<file path="src/rtl/run_ctrl_pkg.sv">
// Shared types for the commit run controller: run state and end-of-run cause encodings.
package run_ctrl_pkg;

  typedef enum logic [1:0] {
    IDLE  = 2'd0,
    RUN   = 2'd1,
    DRAIN = 2'd2,
    DONE  = 2'd3
  } run_state_t;

  typedef enum logic [2:0] {
    NONE    = 3'd0,
    ERROR   = 3'd1,
    TARGET  = 3'd2,
    HALT    = 3'd3,
    TIMEOUT = 3'd4
  } run_cause_t;

endpackage

</file>
<file path="src/rtl/commit_popcount.sv">
// Combinational count of retiring lanes in one cycle.
module commit_popcount #(
  parameter int NUM_LANES = 2,
  parameter int PC_W      = $clog2(NUM_LANES + 1)
) (
  input  logic [NUM_LANES-1:0] commit_valid,
  output logic [PC_W-1:0]      count
);

  always_comb begin
    count = '0;
    for (int i = 0; i < NUM_LANES; i++) begin
      count = count + PC_W'(commit_valid[i]);
    end
  end

endmodule

</file>
<file path="src/rtl/commit_run_controller.sv">
// Run controller: counts retired instructions, emits progress pulses and ends the run
// on error, instruction target, halt or timeout (in that priority), then drains.
module commit_run_controller
  import run_ctrl_pkg::*;
#(
  parameter int NUM_LANES         = 2,
  parameter int CNT_WIDTH         = 64,
  parameter int TMO_WIDTH         = 32,
  parameter int PROGRESS_INTERVAL = 10000,
  parameter int DRAIN_CYCLES      = 5,
  parameter int NUM_ERR           = 3
) (
  input  logic                 clk,
  input  logic                 rst,
  input  logic                 start,
  input  logic [CNT_WIDTH-1:0] cfg_target,
  input  logic [TMO_WIDTH-1:0] cfg_timeout,
  input  logic                 cfg_tmo_mode,
  input  logic [NUM_LANES-1:0] commit_valid,
  input  logic                 halt,
  input  logic [NUM_ERR-1:0]   err,
  output logic [CNT_WIDTH-1:0] inst_count,
  output logic                 progress_pulse,
  output logic [1:0]           state,
  output logic [2:0]           cause,
  output logic [NUM_ERR-1:0]   err_src,
  output logic                 finish
);

  localparam int PC_W  = $clog2(NUM_LANES + 1);
  localparam int DRN_W = $clog2(DRAIN_CYCLES + 1);
  localparam logic [CNT_WIDTH-1:0] INTERVAL   = CNT_WIDTH'(PROGRESS_INTERVAL);
  localparam logic [DRN_W-1:0]     DRAIN_LAST = DRN_W'(DRAIN_CYCLES - 1);

  if (PROGRESS_INTERVAL < NUM_LANES) begin : g_bad_interval
    $error("PROGRESS_INTERVAL must be >= NUM_LANES");
  end
  if (DRAIN_CYCLES < 1) begin : g_bad_drain
    $error("DRAIN_CYCLES must be >= 1");
  end

  function automatic logic [CNT_WIDTH-1:0] sat_add_cnt(input logic [CNT_WIDTH-1:0] a,
                                                       input logic [CNT_WIDTH-1:0] b);
    logic [CNT_WIDTH:0] s;
    s = {1'b0, a} + {1'b0, b};
    return s[CNT_WIDTH] ? '1 : s[CNT_WIDTH-1:0];
  endfunction

  function automatic logic [TMO_WIDTH-1:0] sat_inc_tmo(input logic [TMO_WIDTH-1:0] a);
    return (a == '1) ? a : a + 1'b1;
  endfunction

  run_state_t           st_q;
  run_cause_t           cause_q;
  run_cause_t           cause_now;
  logic [CNT_WIDTH-1:0] target_q;
  logic [TMO_WIDTH-1:0] tmo_q;
  logic                 tmo_mode_q;
  logic [CNT_WIDTH-1:0] milestone_q;
  logic [TMO_WIDTH-1:0] elapsed_q;
  logic [DRN_W-1:0]     drain_cnt_q;
  logic [PC_W-1:0]      lane_cnt;
  logic [CNT_WIDTH-1:0] count_next;
  logic                 active;
  logic                 any_commit;

  commit_popcount #(
    .NUM_LANES (NUM_LANES),
    .PC_W      (PC_W)
  ) u_popcount (
    .commit_valid (commit_valid),
    .count        (lane_cnt)
  );

  assign active     = (st_q == RUN) || (st_q == DRAIN);
  assign any_commit = |commit_valid;
  assign count_next = sat_add_cnt(inst_count, CNT_WIDTH'(lane_cnt));

  always_comb begin
    cause_now = NONE;
    if (err != '0) begin
      cause_now = ERROR;
    end else if ((target_q != '0) && (count_next >= target_q)) begin
      cause_now = TARGET;
    end else if (halt) begin
      cause_now = HALT;
    end else if ((tmo_q != '0) && (elapsed_q == tmo_q)) begin
      cause_now = TIMEOUT;
    end
  end

  always_ff @(posedge clk or posedge rst) begin
    if (rst) begin
      st_q           <= IDLE;
      cause_q        <= NONE;
      inst_count     <= '0;
      err_src        <= '0;
      progress_pulse <= 1'b0;
      finish         <= 1'b0;
      target_q       <= '0;
      tmo_q          <= '0;
      tmo_mode_q     <= 1'b0;
      milestone_q    <= INTERVAL;
      elapsed_q      <= '0;
      drain_cnt_q    <= '0;
    end else begin
      progress_pulse <= 1'b0;

      if (active) begin
        inst_count <= count_next;
        err_src    <= err_src | err;
        // One milestone per cycle suffices since a cycle adds at most NUM_LANES <= interval.
        if (count_next >= milestone_q) begin
          progress_pulse <= 1'b1;
          milestone_q    <= sat_add_cnt(milestone_q, INTERVAL);
        end
      end

      unique case (st_q)
        IDLE, DONE: begin
          if (start) begin
            st_q        <= RUN;
            cause_q     <= NONE;
            finish      <= 1'b0;
            target_q    <= cfg_target;
            tmo_q       <= cfg_timeout;
            tmo_mode_q  <= cfg_tmo_mode;
            inst_count  <= '0;
            err_src     <= '0;
            milestone_q <= INTERVAL;
            elapsed_q   <= '0;
            drain_cnt_q <= '0;
          end
        end
        RUN: begin
          elapsed_q <= (tmo_mode_q && any_commit) ? '0 : sat_inc_tmo(elapsed_q);
          if (cause_now != NONE) begin
            cause_q     <= cause_now;
            st_q        <= DRAIN;
            drain_cnt_q <= '0;
          end
        end
        DRAIN: begin
          if (drain_cnt_q == DRAIN_LAST) begin
            st_q   <= DONE;
            finish <= 1'b1;
          end else begin
            drain_cnt_q <= drain_cnt_q + 1'b1;
          end
        end
        default: st_q <= IDLE;
      endcase
    end
  end

  assign state = st_q;
  assign cause = cause_q;

endmodule

</file>
<file path="config.mk">
export PLATFORM = sky130hd
export DESIGN_NAME = commit_run_controller
export DESIGN_NICKNAME = d
export VERILOG_FILES = /design/src/rtl/run_ctrl_pkg.sv /design/src/rtl/commit_popcount.sv /design/src/rtl/commit_run_controller.sv
export SDC_FILE = /design/constraint.sdc
export NUM_CORES = 1
export LEC_CHECK = 0
export ABC_AREA = 0
export CORE_UTILIZATION = 55
export DETAILED_ROUTE_END_ITERATION = 16
export PLACE_DENSITY = 0.77
export RECOVER_POWER = 100
export SLEW_MARGIN = 15
export SYNTH_ARGS = -nofsm -noshare
export SYNTH_HDL_FRONTEND = slang
export SYNTH_HIERARCHICAL = 1
export SYNTH_SLANG_ARGS = --single-unit
</file>
<file path="constraint.sdc">
create_clock -name clk -period 14.3 [get_ports clk]
set_input_delay 4.29 -clock clk [delete_from_list [all_inputs] [get_ports clk]]
set_output_delay 4.29 -clock clk [all_outputs]
set_load 0.05 [all_outputs]
</file>
# ---- After elaboration in Yosys (flattened, before gate mapping)
# Cells that the tools add are included.
dict set report word_totals {
  ff_bits 270
}
dict set report classes {
  mux 35
  n_lt_le_gt_ge 2
  eq_ne 11
  reduce_logical 19
  addsub 5
  bitwise_logic 1
}
# operator count
set op_table {}
lappend op_table {{$mux W64} 9}
lappend op_table {{$ge A64 B64 Y1} 2}
lappend op_table {{$mux W32} 3}
lappend op_table {{$add A64 B14 Y65 const B} 1}
lappend op_table {{$add A64 B2 Y65} 1}
lappend op_table {{$pmux W32 S2} 1}
lappend op_table {{$reduce_bool A64 Y1} 1}
lappend op_table {{$mux W3} 11}
lappend op_table {{$add A32 B1 Y32 const B} 1}
lappend op_table {{$eq A32 B32 Y1} 1}
lappend op_table {{$eq A32 B32 Y1 const B} 1}
lappend op_table {{$reduce_bool A32 Y1} 1}
lappend op_table {{$reduce_and A3 Y1} 5}
lappend op_table {{$pmux W3 S3} 1}
lappend op_table {{$mux W2} 3}
lappend op_table {{$pmux W2 S3} 1}
lappend op_table {{$pmux W3 S2} 1}
lappend op_table {{$reduce_bool A3 Y1} 2}
lappend op_table {{$eq A2 B2 Y1 const B} 2}
lappend op_table {{$mux W1} 4}
lappend op_table {{$ne A2 B1 Y1 const B} 2}
lappend op_table {{$ne A2 B2 Y1 const B} 2}
lappend op_table {{$reduce_bool A2 Y1} 2}
lappend op_table {{$reduce_or A2 Y1} 2}
lappend op_table {{other kinds (11)} 13}

# ---- Depth between registers and ports, before layout
dict set report depth {
  ltp_word 10
  ltp_mapped 25
  ltp_nobuf 21
}

# ---- By module
# The synthesis kept the hierarchy.
# mod cells_each area_each_um2 n_inst seq_area_each_um2
set modules_own_cells {}
lappend modules_own_cells {commit_run_controller 2001 17807.1 1 6762.7}
lappend modules_own_cells {commit_popcount 1 12.5 1 0.0}

# ---- Worst setup path before layout
# OpenSTA, ideal clock, no wires.
dict set report synth_timing {
  kind {input-to-reg}
  start {input port commit_valid[0]}
  end {register milestone_q[29]}
  stages 24
  arrival_time_ns 9.737
  required_ns 14.176
  setup_ns 0.124
  path_slack_ns 4.439
  cell_sequence {ha_1 > ha_1 > fa_1 > nand3_1 > nor4_2 > nand2_1 > nor4_1 > nand2_1 > or2_1 > clkbuf_1 > clkbuf_1 > buf_1 > nand2_1 > ha_1 > a21o_1 > a21o_1 > a211oi_1 > o211ai_1 > a2111oi_1 > or2_2 > buf_2 > buf_2 > nor4_1 > a211o_1}
}
dict set report synth_between {
  elab_chain_len 8
}
# item line_no
set synth_rtl {}
lappend synth_rtl {{start: declaration} commit_run_controller.sv:19} ;# input logic [NUM_LANES-1:0] commit_valid,
lappend synth_rtl {{$add A1 B1 Y2 (*)} commit_popcount.sv:13} ;# count = count + PC_W'(commit_valid[i]);
lappend synth_rtl {{$add A64 B2 Y65 (*)} commit_run_controller.sv:45} ;# s = {1'b0, a} + {1'b0, b};
lappend synth_rtl {{$mux W64 (*)} commit_run_controller.sv:46} ;# return s[CNT_WIDTH] ? '1 : s[CNT_WIDTH-1:0];
lappend synth_rtl {{$ge A64 B64 Y1 (*)} commit_run_controller.sv:113} ;# if (count_next >= milestone_q) begin
lappend synth_rtl {{$mux W64 (*)} commit_run_controller.sv:113}
lappend synth_rtl {{$mux W64 (*)} commit_run_controller.sv:109} ;# if (active) begin
lappend synth_rtl {{$mux W64} commit_run_controller.sv:121} ;# if (start) begin
lappend synth_rtl {{$mux W64 (*)} commit_run_controller.sv:119} ;# unique case (st_q)
lappend synth_rtl {{end signal: assignment} commit_run_controller.sv:115} ;# milestone_q <= sat_add_cnt(milestone_q, INTERVAL);
lappend synth_rtl {{end: declaration} commit_run_controller.sv:59} ;# logic [CNT_WIDTH-1:0] milestone_q;
# Every way passes the cells marked *; elsewhere a longest branch is shown, timed or not.
# A chain may end at the register's enable or synchronous reset.

# ---- Worst setup path after layout
dict set report layout_timing {
  start {input port commit_valid[1]}
  end {register milestone_q[45]}
}
dict set report layout_between {
  elab_chain_len 8
}
# item line_no
set layout_rtl {}
lappend layout_rtl {{$add A1 B1 Y2 (*)} commit_popcount.sv:13}
lappend layout_rtl {{via lane_cnt[0]} commit_run_controller.sv:62} ;# logic [PC_W-1:0] lane_cnt;
lappend layout_rtl {{$add A64 B2 Y65 (*)} commit_run_controller.sv:45}
lappend layout_rtl {{$mux W64 (*)} commit_run_controller.sv:46}
lappend layout_rtl {{$ge A64 B64 Y1 (*)} commit_run_controller.sv:113}
lappend layout_rtl {{$mux W64 (*)} commit_run_controller.sv:113}
lappend layout_rtl {{$mux W64 (*)} commit_run_controller.sv:109}
lappend layout_rtl {{$mux W64} commit_run_controller.sv:121}
lappend layout_rtl {{$mux W64 (*)} commit_run_controller.sv:119}
# The timed path passes the listed nets; every way through them passes the cells marked *.

==> results.py <==
metrics = {
    "logic_synthesis": {
        "seq_area_frac_synth_pct": 37.95,
        "syn_avg_cell_area_um2": 8.901,
        "yosysWarnings": 6,
        "ys_ff_latch": 270,
        "syn_inst": 2002,
        "synth_ff_type": "dfrtp_1",
        "synth.distinct_cells": 79,
        "syn_nets": 2247,
        "synthesis.area_mm2": 0.01782,
        "synth_edf_count": 0,
        "async_reset_ff_share_pct": 100.0,
    },
    "power": {
        "irDropWorstVdd_mv": 0.1852,
        "p_leak_nw": 9.356,
        "p_per_area_mw_per_mm2": 150.2,
        "total_power_mw": 3.117,
    },
    "clocking": {
        "cts.path.max_buffers": 3,
        "cts_made_buffers": 30,
        "postCtsResizedCells": 0,
        "cts.clk_slew.worst_paths_ns": 0.06,
        "htreeDepth": 1,
        "cts_sinks": 270,
        "cts_tree": "built",
        "cts_root_buf": "clkbuf_16",
        "postCtsSetupBuffers": 0,
        "cts_hold_buffers": 0,
        "insertion_delay_ns": 0.58,
    },
    "critical_path": {
        "critPathArrivalTime_ns": 12.86,
        "worstSetupPathType": "in -> reg",
        "required_ns": 14.69,
        "startpoint_type": "input pin",
        "worstPathMaxFanout": 43,
        "endpoint_kind": "flop",
        "reg2reg_slack_ns": 5.96,
    },
    "global_routing": {
        "globalRouteOverflowTotal": 0,
        "grt_pass1_vias": 15470,
        "grt_pass1_wl_um": 81700,
        "grtUsageTotal_pct": 30.89,
        "grt_max_degree": 123,
        "antenna_found_initial": 0,
    },
    "timing": {
        "grt_setup_unrepaired": "false",
        "period_minus_slack_ns": 12.47,
        "min_period_over_period_pct": 87.20,
        "fin_skew_ns": 0.01777,
        "max_freq_ghz": 0.08019,
        "slew_viol_final": 403,
        "timing.hold.ws_ns": 0.4960,
        "max_slew_margin_pct": -272.8,
        "setup_tns_ns": 0,
        "hold_viol": 0,
        "tightest_slew_ns": 5.562,
        "finalSetupViolCount": 0,
    },
    "layout": {
        "num_antenna_cells": 0,
        "area_delta_synth_final_pct": 16.48,
        "nets": 2378,
        "fin_util_pct": 65.44,
        "drive_gt1_share_pct": 8.821,
        "nFillCells": 2596,
        "layout_common_cells": "265 x dfrtp_1, 185 x nand2_1, 155 x inv_1, 149 x o21ai_0",
        "multiInputGateArea_mm2": 0.01009,
        "seq_area_mm2": 0.006763,
        "layout_commonest_cell": "dfrtp_1",
        "fin_cells": 2556,
    },
    "detailed_routing": {
        "drcViolationCount": 0,
        "via_count": 15920,
        "post_drt_wl_per_cell_um": 20.09,
        "first_iter_violations": 1400,
        "firstDrtPassIters": 6,
        "drt-total-wl_um": 51340,
        "dr_wl_met2_um": 25040,
        "routed.top_layer": "met4",
        "wl_met3_um": 3734,
        "ant_nets": 0,
        "routed_via_density": 6.228,
        "drt-met1-wl_um": 20940,
    },
    "place": {
        "port_buffers": 179,
        "place_inst": 2502,
        "hpwl_um": 37370,
        "place_congestion": 0.9508,
    },
    "floorplanning": {
        "coreArea_mm2": 0.03172,
        "ios": 180,
        "die_height_um": 182.0,
        "initial_core_util_pct": 56.18,
        "num_rows": 65,
        "die_w_um": 182.0,
        "die-area_mm2": 0.03312,
    },
    "status": {
        "outcome": "finished with violations",
        "violations": "max-capacitance violations, max-slew violations",
    },
    "hold_path": {
        "hold_path.class": "reg -> reg",
    },
    "flow_run": {
        "cap_violations": 6,
    },
}
==> worst max-delay path, stage by stage <==
cell           delay, ns
dlygate4sd3_1       0.56
ha_1                0.29
ha_1                0.17
fa_1                0.29
nand3_1             0.20
nor4_1              1.12
nand2_1             0.44
nor4_1              0.54
nand2_1             0.16
or2_2               0.48
buf_4               0.37
nand2_1             0.15
ha_1                0.25
a21o_1              0.16
a21o_1              0.17
a211oi_1            0.26
o211ai_1            0.23
a2111oi_1           1.01
or3_1               0.58
inv_1               0.22
nand2_1             0.61
o221ai_1            0.27
==> per-layer routing <==
layer	up-vias	GRT usage, %
met2	664	53.06
met1	7712	40.21
met3	111	4.051
met5	-	0
li1	7433	-
met4	0	10.39
==> cells in the mapped netlist (all sizes together), types with 11 or more instances <==
library cell  instances  area [um^2]
a21o                 20        150.1
a21oi               140        700.7
a22o                 16        140.1
a31oi                23        143.9
and2                 11        68.82
and3                 25        156.4
and4                 13        116.4
buf                  25        122.6
clkbuf               69        259.0
dfrtp               265         6631
ha                  138         1727
inv                 156        585.6
mux2                 98         1104
nand2               185        694.4
nand3                68        340.3
nand4                47        300.3
nor2                143        541.8
nor3                 41        205.2
nor4                 55        371.6
o21ai               151        755.7
o221ai               14        122.6
o31ai                16        120.1
or2                  11        68.81
or3b                 14        122.6
xnor2                89        779.5
xor2                 32        280.3
==> metrics by stage <==
| step | cell area (um^2) | setup WS (ns) |
|---|---|---|
| after CTS | 20810 | 2.564 |
| after global placement | 19870 | 2.455 |
| after detailed placement | 19870 | 2.098 |
| final | 20760 | 1.830 |
| after floorplan | 17820 | 2.580 |
| after global routing | 20760 | 1.070 |
==> sequential cells by signal, indices dropped and copies added (netlist names) <==
name / count
inst_count: 64
milestone_q: 64
target_q: 64
elapsed_q: 32
tmo_q: 32
cause: 3
drain_cnt_q: 3
err_src: 3
state: 2
finish: 1
progress_pulse: 1
tmo_mode_q: 1
==> kinds of logic after synthesis <==
| family | count (synthesis) | synth area share, % |
|---|---|---|
| compound gates | 455 | 15.39 |
| xor+xnor | 121 | 5.947 |
| fa+ha+maj | 139 | 9.802 |
| buf+inv | 251 | 5.449 |
| flops | 270 | 37.95 |
| mux | 108 | 6.755 |
| simple gates | 658 | 18.71 |
==> worst paths after layout <==
| path | start | to | cells after the start |
|---|---|---|---|
| worst min register to register | milestone_q[1]$_DFF_PP0_ | milestone_q[1]$_DFF_PP0_ | 1 |
| max in group asynchronous | rst | milestone_q[12]$_DFF_PP0_ | 4 |
| worst max-delay path | commit_valid[1] | milestone_q[45]$_DFF_PP0_ | 22 |
| worst min-delay path | milestone_q[1]$_DFF_PP0_ | milestone_q[1]$_DFF_PP0_ | 1 |
| min in group asynchronous | rst | milestone_q[47]$_DFF_PP0_ | 2 |
| worst max register to register | inst_count[0]$_DFF_PP0_ | milestone_q[45]$_DFF_PP0_ | 20 |
==> power breakdown <==
| group | total [mW] | switching (mW) | internal (mW) |
|---|---|---|---|
| clock network | 0.741 | 0.324 | 0.418 |
| logic | 1.25 | 0.770 | 0.480 |
| registers | 1.13 | 0.183 | 0.943 |
| total | 3.12 | 1.28 | 1.84 |
==> cell type report <==
type / count / share of cell area (%)
Inverter: 157 / 2.845
Clock inverter: 8 / 0.3376
Clock buffer: 45 / 4.177
Timing Repair Buffer: 193 / 9.030
Sequential cell: 270 / 32.58
Tap cell: 402 / 2.423
Multi-Input combinational cell: 1481 / 48.60
Note: power is estimated with default switching activity, not from simulation.
